===== src/rtl/qn_readout_pkg.sv =====
// Shared types and helpers for the drift-tube readout controller.
// HEADER_WORD_EN adds the HDR state (per-event header word).
package qn_readout_pkg;
    localparam int TUBE_ID_W = 8;
    localparam int TIME_W    = 8;
    localparam int WORD_W    = TUBE_ID_W + TIME_W;
    localparam logic [TUBE_ID_W-1:0] HEADER_MARK = 8'hFF;

`ifdef HEADER_WORD_EN
    typedef enum logic [1:0] {S_IDLE, S_COLLECT, S_HDR, S_SCAN} state_t;
`else
    typedef enum logic [1:0] {S_IDLE, S_COLLECT, S_SCAN} state_t;
`endif

    function automatic logic [WORD_W-1:0] pack_word(input logic [TUBE_ID_W-1:0] id,
                                                     input logic [TIME_W-1:0]    val);
        return {id, val};
    endfunction
endpackage


===== src/rtl/edge_sync.sv =====
// Multi-flop synchronizer for one asynchronous input followed by a rising-edge detect.
module edge_sync #(
    parameter int SYNC_STAGES = 2
) (
    input  logic clk_i,
    input  logic rst_i,
    input  logic d_i,
    output logic rise_o
);
    logic [SYNC_STAGES-1:0] sync_q;
    logic                   prev_q;

    always_ff @(posedge clk_i) begin
        if (rst_i) begin
            sync_q <= '0;
            prev_q <= 1'b0;
        end else begin
            sync_q <= {sync_q[SYNC_STAGES-2:0], d_i};
            prev_q <= sync_q[SYNC_STAGES-1];
        end
    end

    assign rise_o = sync_q[SYNC_STAGES-1] & ~prev_q;
endmodule


===== src/rtl/tube_readout_ctrl.sv =====
// Drift-tube event sequencer: trigger opens a window, first tube hits are timestamped,
// then hit words are scanned out to the FIFO. HEADER_WORD_EN prepends {FF, evt_id}.
module tube_readout_ctrl
    import qn_readout_pkg::*;
#(
    parameter int WINDOW      = 100,
    parameter int NCHAN       = 32,
    parameter int SYNC_STAGES = 2
) (
    input  logic              clk100,
    input  logic              rst,
    input  logic              SCIN_COIN,
    input  logic [NCHAN-1:0]  TUBE_HIT,
    input  logic              fifo_full,
    output logic              fifo_wr_en,
    output logic [WORD_W-1:0] fifo_wr_data,
    output logic              busy,
    output logic [7:0]        dropped_evt
);
    localparam int IDX_W = $clog2(NCHAN);

    logic             trig_rise;
    logic [NCHAN-1:0] tube_rise;

    edge_sync #(.SYNC_STAGES(SYNC_STAGES)) u_trig_sync (
        .clk_i(clk100), .rst_i(rst), .d_i(SCIN_COIN), .rise_o(trig_rise)
    );

    for (genvar g = 0; g < NCHAN; g++) begin : g_tube
        edge_sync #(.SYNC_STAGES(SYNC_STAGES)) u_tube_sync (
            .clk_i(clk100), .rst_i(rst), .d_i(TUBE_HIT[g]), .rise_o(tube_rise[g])
        );
    end

    state_t                        state_q, state_d;
    logic [TIME_W-1:0]             cnt_q, cnt_d;
    logic [NCHAN-1:0]              mask_q, mask_d;
    logic [NCHAN-1:0][TIME_W-1:0]  ts_q, ts_d;
    logic [IDX_W-1:0]              idx_q, idx_d;
    logic                          wr_en_q, wr_en_d;
    logic [WORD_W-1:0]             wr_data_q, wr_data_d;
    logic [7:0]                    drop_q, drop_d;
`ifdef HEADER_WORD_EN
    logic [7:0]                    evt_q, evt_d;
`endif

    always_ff @(posedge clk100) begin
        if (rst) begin
            state_q   <= S_IDLE;
            cnt_q     <= '0;
            mask_q    <= '0;
            ts_q      <= '0;
            idx_q     <= '0;
            wr_en_q   <= 1'b0;
            wr_data_q <= '0;
            drop_q    <= '0;
`ifdef HEADER_WORD_EN
            evt_q     <= '0;
`endif
        end else begin
            state_q   <= state_d;
            cnt_q     <= cnt_d;
            mask_q    <= mask_d;
            ts_q      <= ts_d;
            idx_q     <= idx_d;
            wr_en_q   <= wr_en_d;
            wr_data_q <= wr_data_d;
            drop_q    <= drop_d;
`ifdef HEADER_WORD_EN
            evt_q     <= evt_d;
`endif
        end
    end

    always_comb begin
        state_d   = state_q;
        cnt_d     = cnt_q;
        mask_d    = mask_q;
        ts_d      = ts_q;
        idx_d     = idx_q;
        wr_en_d   = 1'b0;
        wr_data_d = wr_data_q;
        drop_d    = drop_q;
`ifdef HEADER_WORD_EN
        evt_d     = evt_q;
`endif

        if (trig_rise && state_q != S_IDLE && drop_q != 8'hFF)
            drop_d = drop_q + 8'd1;

        case (state_q)
            S_IDLE: begin
                // Tube edges in IDLE, even coincident with the trigger, are discarded.
                if (trig_rise) begin
                    state_d = S_COLLECT;
                    cnt_d   = '0;
                    mask_d  = '0;
                    ts_d    = '0;
                end
            end
            S_COLLECT: begin
                for (int c = 0; c < NCHAN; c++) begin
                    if (tube_rise[c] && !mask_q[c]) begin
                        mask_d[c] = 1'b1;
                        ts_d[c]   = cnt_q;
                    end
                end
                cnt_d = cnt_q + 8'd1;
                if (cnt_q == TIME_W'(WINDOW - 1)) begin
                    idx_d = '0;
`ifdef HEADER_WORD_EN
                    state_d = S_HDR;
`else
                    state_d = S_SCAN;
`endif
                end
            end
`ifdef HEADER_WORD_EN
            S_HDR: begin
                if (!fifo_full) begin
                    wr_en_d   = 1'b1;
                    wr_data_d = pack_word(HEADER_MARK, evt_q);
                    state_d   = S_SCAN;
                end
            end
`endif
            S_SCAN: begin
                // A hit channel waits on a full FIFO; an empty channel always advances.
                if (!mask_q[idx_q] || !fifo_full) begin
                    if (mask_q[idx_q]) begin
                        wr_en_d   = 1'b1;
                        wr_data_d = pack_word(TUBE_ID_W'(idx_q), ts_q[idx_q]);
                    end
                    idx_d = idx_q + 1'b1;
                    if (idx_q == IDX_W'(NCHAN - 1)) begin
                        state_d = S_IDLE;
`ifdef HEADER_WORD_EN
                        evt_d   = evt_q + 8'd1;
`endif
                    end
                end
            end
            default: state_d = S_IDLE;
        endcase
    end

    assign fifo_wr_en   = wr_en_q;
    assign fifo_wr_data = wr_data_q;
    assign busy         = (state_q != S_IDLE);
    assign dropped_evt  = drop_q;
endmodule


===== config.mk =====
export PLATFORM = sky130hd
export DESIGN_NAME = tube_readout_ctrl
export DESIGN_NICKNAME = d
export VERILOG_FILES = /design/src/rtl/qn_readout_pkg.sv /design/src/rtl/edge_sync.sv /design/src/rtl/tube_readout_ctrl.sv
export SDC_FILE = /design/constraint.sdc
export NUM_CORES = 1
export LEC_CHECK = 0
export ABC_AREA = 0
export CORE_AREA = 2 2 292 237
export CTS_BUF_LIST = sky130_fd_sc_hd__clkbuf_4 sky130_fd_sc_hd__clkbuf_8
export CTS_CLUSTER_DIAMETER = 150
export DETAILED_ROUTE_END_ITERATION = 10
export DIE_AREA = 0 0 294 239
export PLACE_DENSITY = 0.53
export SKIP_CTS_REPAIR_TIMING = 1
export SLEW_MARGIN = 40
export SYNTH_ARGS = -nofsm -noshare
export SYNTH_HDL_FRONTEND = slang
export SYNTH_HIERARCHICAL = 1
export SYNTH_SLANG_ARGS = --single-unit

===== constraint.sdc =====
create_clock -name clk100 -period 1.9 [get_ports clk100]
set_input_delay 0.475 -clock clk100 [delete_from_list [all_inputs] [get_ports clk100]]
set_output_delay 0.475 -clock clk100 [all_outputs]
set_load 0.02 [all_outputs]

==> run metrics <==
cts bufs inserted=72; normalized max-slew margin=0.460; final hold violation count=0; core area=67700 um^2; Max Buffers Root-to-Sink=3; die height=239 um; Die ar.=70300 um^2; pin count of the biggest net entering global routing=102; Sink Count=424; final net count=1861; Main synth FF type=sky130_fd_sc_hd__dfxtp_1; Yosys warning total=6; Yosys cell types=46; largest vdd supply drop=0.464 mV; maximum clock frequency=465 MHz; vias after detailed routing=12500; total DRC errors in the routed layout=0; Starting Density=0.256; class of the most critical setup path=reg -> reg; status=finished with violations; violated checks=setup timing; static leakage=8.14 nW; biggest area consumer among synthesized cells=sky130_fd_sc_hd__dfxtp_1; area fraction of the dominant cell type after synthesis=0.489; slew at the pin with the worst max-slew slack=0.810 ns; startpoint of the worst hold path=rst; average cell area after synthesis=10.4 um^2; min cycle time layout=2.15 ns; Period Utilization, post-route=1.13; leading cell type in the layout, fill and taps excluded=sky130_fd_sc_hd__dfxtp_1; post-CTS clock slew at the launch and capture registers of the worst setup and hold paths=0.06 ns; Total Power=0.0187 W; data arrival at the endpoint of the critical path=2.67 ns; number of register bits inferred by synthesis=424; width of the chip=294 um; antenna violations before repair=3; total wire length after detailed routing=48900 um; number of H-tree levels=3; Worst Hold Path EP=ts_q[85]$_SDFFE_PP0P_; clock insertion delay at the later pin of the skew report=0.65 ns; Crit path required time=2.42 ns; Final Max Tran Viols=0; number of antenna-violating nets in the routed design=0; share of cells above drive strength 1=0.231; cell at the root of the clock tree=sky130_fd_sc_hd__clkbuf_8; DR pass1 iterations=5; per-cell via count in the routed design=4.55; Top Ports=62; worst-path maximum fanout=6; worst hold path class=in -> reg; overall fraction of global-route tracks in use=0.136; highest-count cells in the layout ignoring fill and taps=sky130_fd_sc_hd__dfxtp_1, sky130_fd_sc_hd__nor2_1, sky130_fd_sc_hd__mux2i_1; grt total ovfl=0; number of global-route vias before repair=12200; nature of the critical path endpoint=flop; cell types occupying the most area after synthesis=sky130_fd_sc_hd__dfxtp_1, sky130_fd_sc_hd__mux2i_1, sky130_fd_sc_hd__mux4_2, sky130_fd_sc_hd__nor2_1, sky130_fd_sc_hd__nor2b_1; power per cell area=847 nW/um^2; sequential element share of the synthesized area=0.489; detailed-route wire length per cell=17.8 um; flop-to-flop setup slack=-0.25 ns; R2R cell count=9; count of flip-flops with a built-in enable after synthesis=0; clock tree from TritonCTS=built; number of I/O port buffers=58; area added between synthesis and finish=26.8%; Hold Crit Depth=2; first-pass GRT wire length=73300 um; Clock Skew=0.0350 ns; # setup viols final=21; Rows=86; RR Startpoint=idx_q[1]$_SDFFE_PP0P_; max-cap violations=0; startpoint type of the worst setup path=flop; gp weighted congestion=0.871; Crit Reg-Reg Endpoint=fifo_wr_data[9]$_SDFFE_PP0P_; fraction of registers with async set/reset=0; Initial DRC Count=889; Post-Syn Area=17400 um^2; setup repair after global routing missed its margin=yes; final cell utilization of the core=0.325; post-DP HPWL=32400 um; post-synthesis instance total=1666; min setup slack post-route=-0.252 ns
==> logic make-up after synthesis <==
logic type      Yosys count  share of synthesized area
mux                     328                      0.241
xor+xnor                  5                    0.00252
fa+ha+maj                 4                    0.00288
simple gates            613                      0.167
buf+inv                 124                     0.0373
flops                   424                      0.489
compound gates          167                     0.0603
other cells               1                   0.000216
==> power by group <==
| group | internal, W | switching, W | total, W |
|---|---|---|---|
| Clock | 0.00469 | 0.00365 | 0.00834 |
| Combinational | 0.000581 | 0.000678 | 0.00126 |
| Sequential | 0.00900 | 0.0000526 | 0.00905 |
| Total | 0.0143 | 0.00438 | 0.0187 |
==> critical path, cell delays in order (launching register included) <==
cell                       delay (ns)
sky130_fd_sc_hd__dfxtp_4         0.39
sky130_fd_sc_hd__buf_12          0.16
sky130_fd_sc_hd__mux2i_1         0.16
sky130_fd_sc_hd__a211oi_2        0.29
sky130_fd_sc_hd__a31oi_4         0.15
sky130_fd_sc_hd__a211oi_4        0.30
sky130_fd_sc_hd__buf_6           0.17
sky130_fd_sc_hd__buf_12          0.13
sky130_fd_sc_hd__mux2i_1         0.19
sky130_fd_sc_hd__nor2_1          0.07
==> state kept, by name (all words and copies together) (netlist names) <==
register and flops:
state_q 2, ts_q 256, g_tube.u_tube_sync/sync_q 64, mask_q 32, cnt_q 8, fifo_wr_data 13, u_trig_sync/prev_q 1, dropped_evt 8
idx_q 5, fifo_wr_en 1, g_tube.u_tube_sync/prev_q 32, u_trig_sync/sync_q 2
==> layout make-up <==
class / instances / area [um^2]
Antenna cell: 2 / 5.00
Clock buffer: 110 / 1370
Clock inverter: 8 / 75.1
Fill cell: 6737 / 45700
Inverter: 4 / 15.0
Multi-Input combinational cell: 1120 / 8430
Sequential cell: 424 / 8500
Tap cell: 880 / 1100
Timing Repair Buffer: 199 / 2510
==> per-stage QoR <==
step                      instances  worst slack (ns)  hold slack [ns]  area [um^2]  TNS, ns
final                          2747            -0.252            0.157        22000    -3.57
after global routing           2746            -0.320            0.132        22000    -5.15
after detailed placement       2614            -0.201            0.427        20100    -2.81
after global placement         2614            -0.161            0.423        20100    -1.93
after floorplan                1668           -0.0386            0.414        17400   -0.116
after CTS                      2732            -0.583            0.117        21600   -10.09
==> routing by layer <==
layer	wire length, um	track usage	vias up	part of all wire
li1	-	-	5997	-
met5	0	0	-	0
met1	23800	0.191	6119	0.49
met4	1130	0.0433	0	0.023
met3	2840	0.0329	76	0.058
met2	21100	0.205	317	0.43
==> Yosys cell counts, types with 2 or more instances <==
cell	count
sky130_fd_sc_hd__dfxtp_1	424
sky130_fd_sc_hd__nor2_1	364
sky130_fd_sc_hd__mux2i_1	256
sky130_fd_sc_hd__nor2b_1	103
sky130_fd_sc_hd__a21oi_1	85
sky130_fd_sc_hd__mux4_2	72
sky130_fd_sc_hd__clkbuf_1	60
sky130_fd_sc_hd__nand2_1	47
sky130_fd_sc_hd__nor2b_2	33
sky130_fd_sc_hd__nand2b_1	27
sky130_fd_sc_hd__buf_2	20
sky130_fd_sc_hd__a21oi_2	18
sky130_fd_sc_hd__o21ai_0	17
sky130_fd_sc_hd__o31ai_1	16
sky130_fd_sc_hd__buf_6	12
sky130_fd_sc_hd__and2_1	11
sky130_fd_sc_hd__buf_4	11
sky130_fd_sc_hd__nand3_1	10
sky130_fd_sc_hd__o21a_1	9
sky130_fd_sc_hd__a22oi_1	8
sky130_fd_sc_hd__buf_1	8
sky130_fd_sc_hd__clkbuf_2	8
sky130_fd_sc_hd__and3_1	5
sky130_fd_sc_hd__ha_1	4
sky130_fd_sc_hd__inv_1	4
sky130_fd_sc_hd__xor2_1	3
sky130_fd_sc_hd__a211oi_1	2
sky130_fd_sc_hd__a31oi_1	2
sky130_fd_sc_hd__and4b_1	2
sky130_fd_sc_hd__nand3b_1	2
sky130_fd_sc_hd__nand4b_1	2
sky130_fd_sc_hd__nor3_1	2
sky130_fd_sc_hd__o2111ai_1	2
sky130_fd_sc_hd__o211ai_1	2
sky130_fd_sc_hd__o41ai_1	2
sky130_fd_sc_hd__or3_1	2
sky130_fd_sc_hd__xnor2_1	2
==> worst max-delay path by stage <==
| stage | cells past startpoint | to | from |
|---|---|---|---|
| 2_1_floorplan | 9 | fifo_wr_data[10]$_SDFFE_PP0P_ | idx_q[1]$_SDFFE_PP0P_ |
| 3_3_place_gp | 9 | fifo_wr_data[5]$_SDFFE_PP0P_ | idx_q[1]$_SDFFE_PP0P_ |
| 3_5_place_dp | 8 | idx_q[1]$_SDFFE_PP0P_ | idx_q[1]$_SDFFE_PP0P_ |
| 4_1_cts | 4 | busy | state_q[0]$_SDFFE_PP0P_ |
| 5_1_grt | 10 | fifo_wr_data[9]$_SDFFE_PP0P_ | idx_q[1]$_SDFFE_PP0P_ |
| 6_report | 9 | fifo_wr_data[9]$_SDFFE_PP0P_ | idx_q[1]$_SDFFE_PP0P_ |
Note: power is estimated with default switching activity, not from simulation.
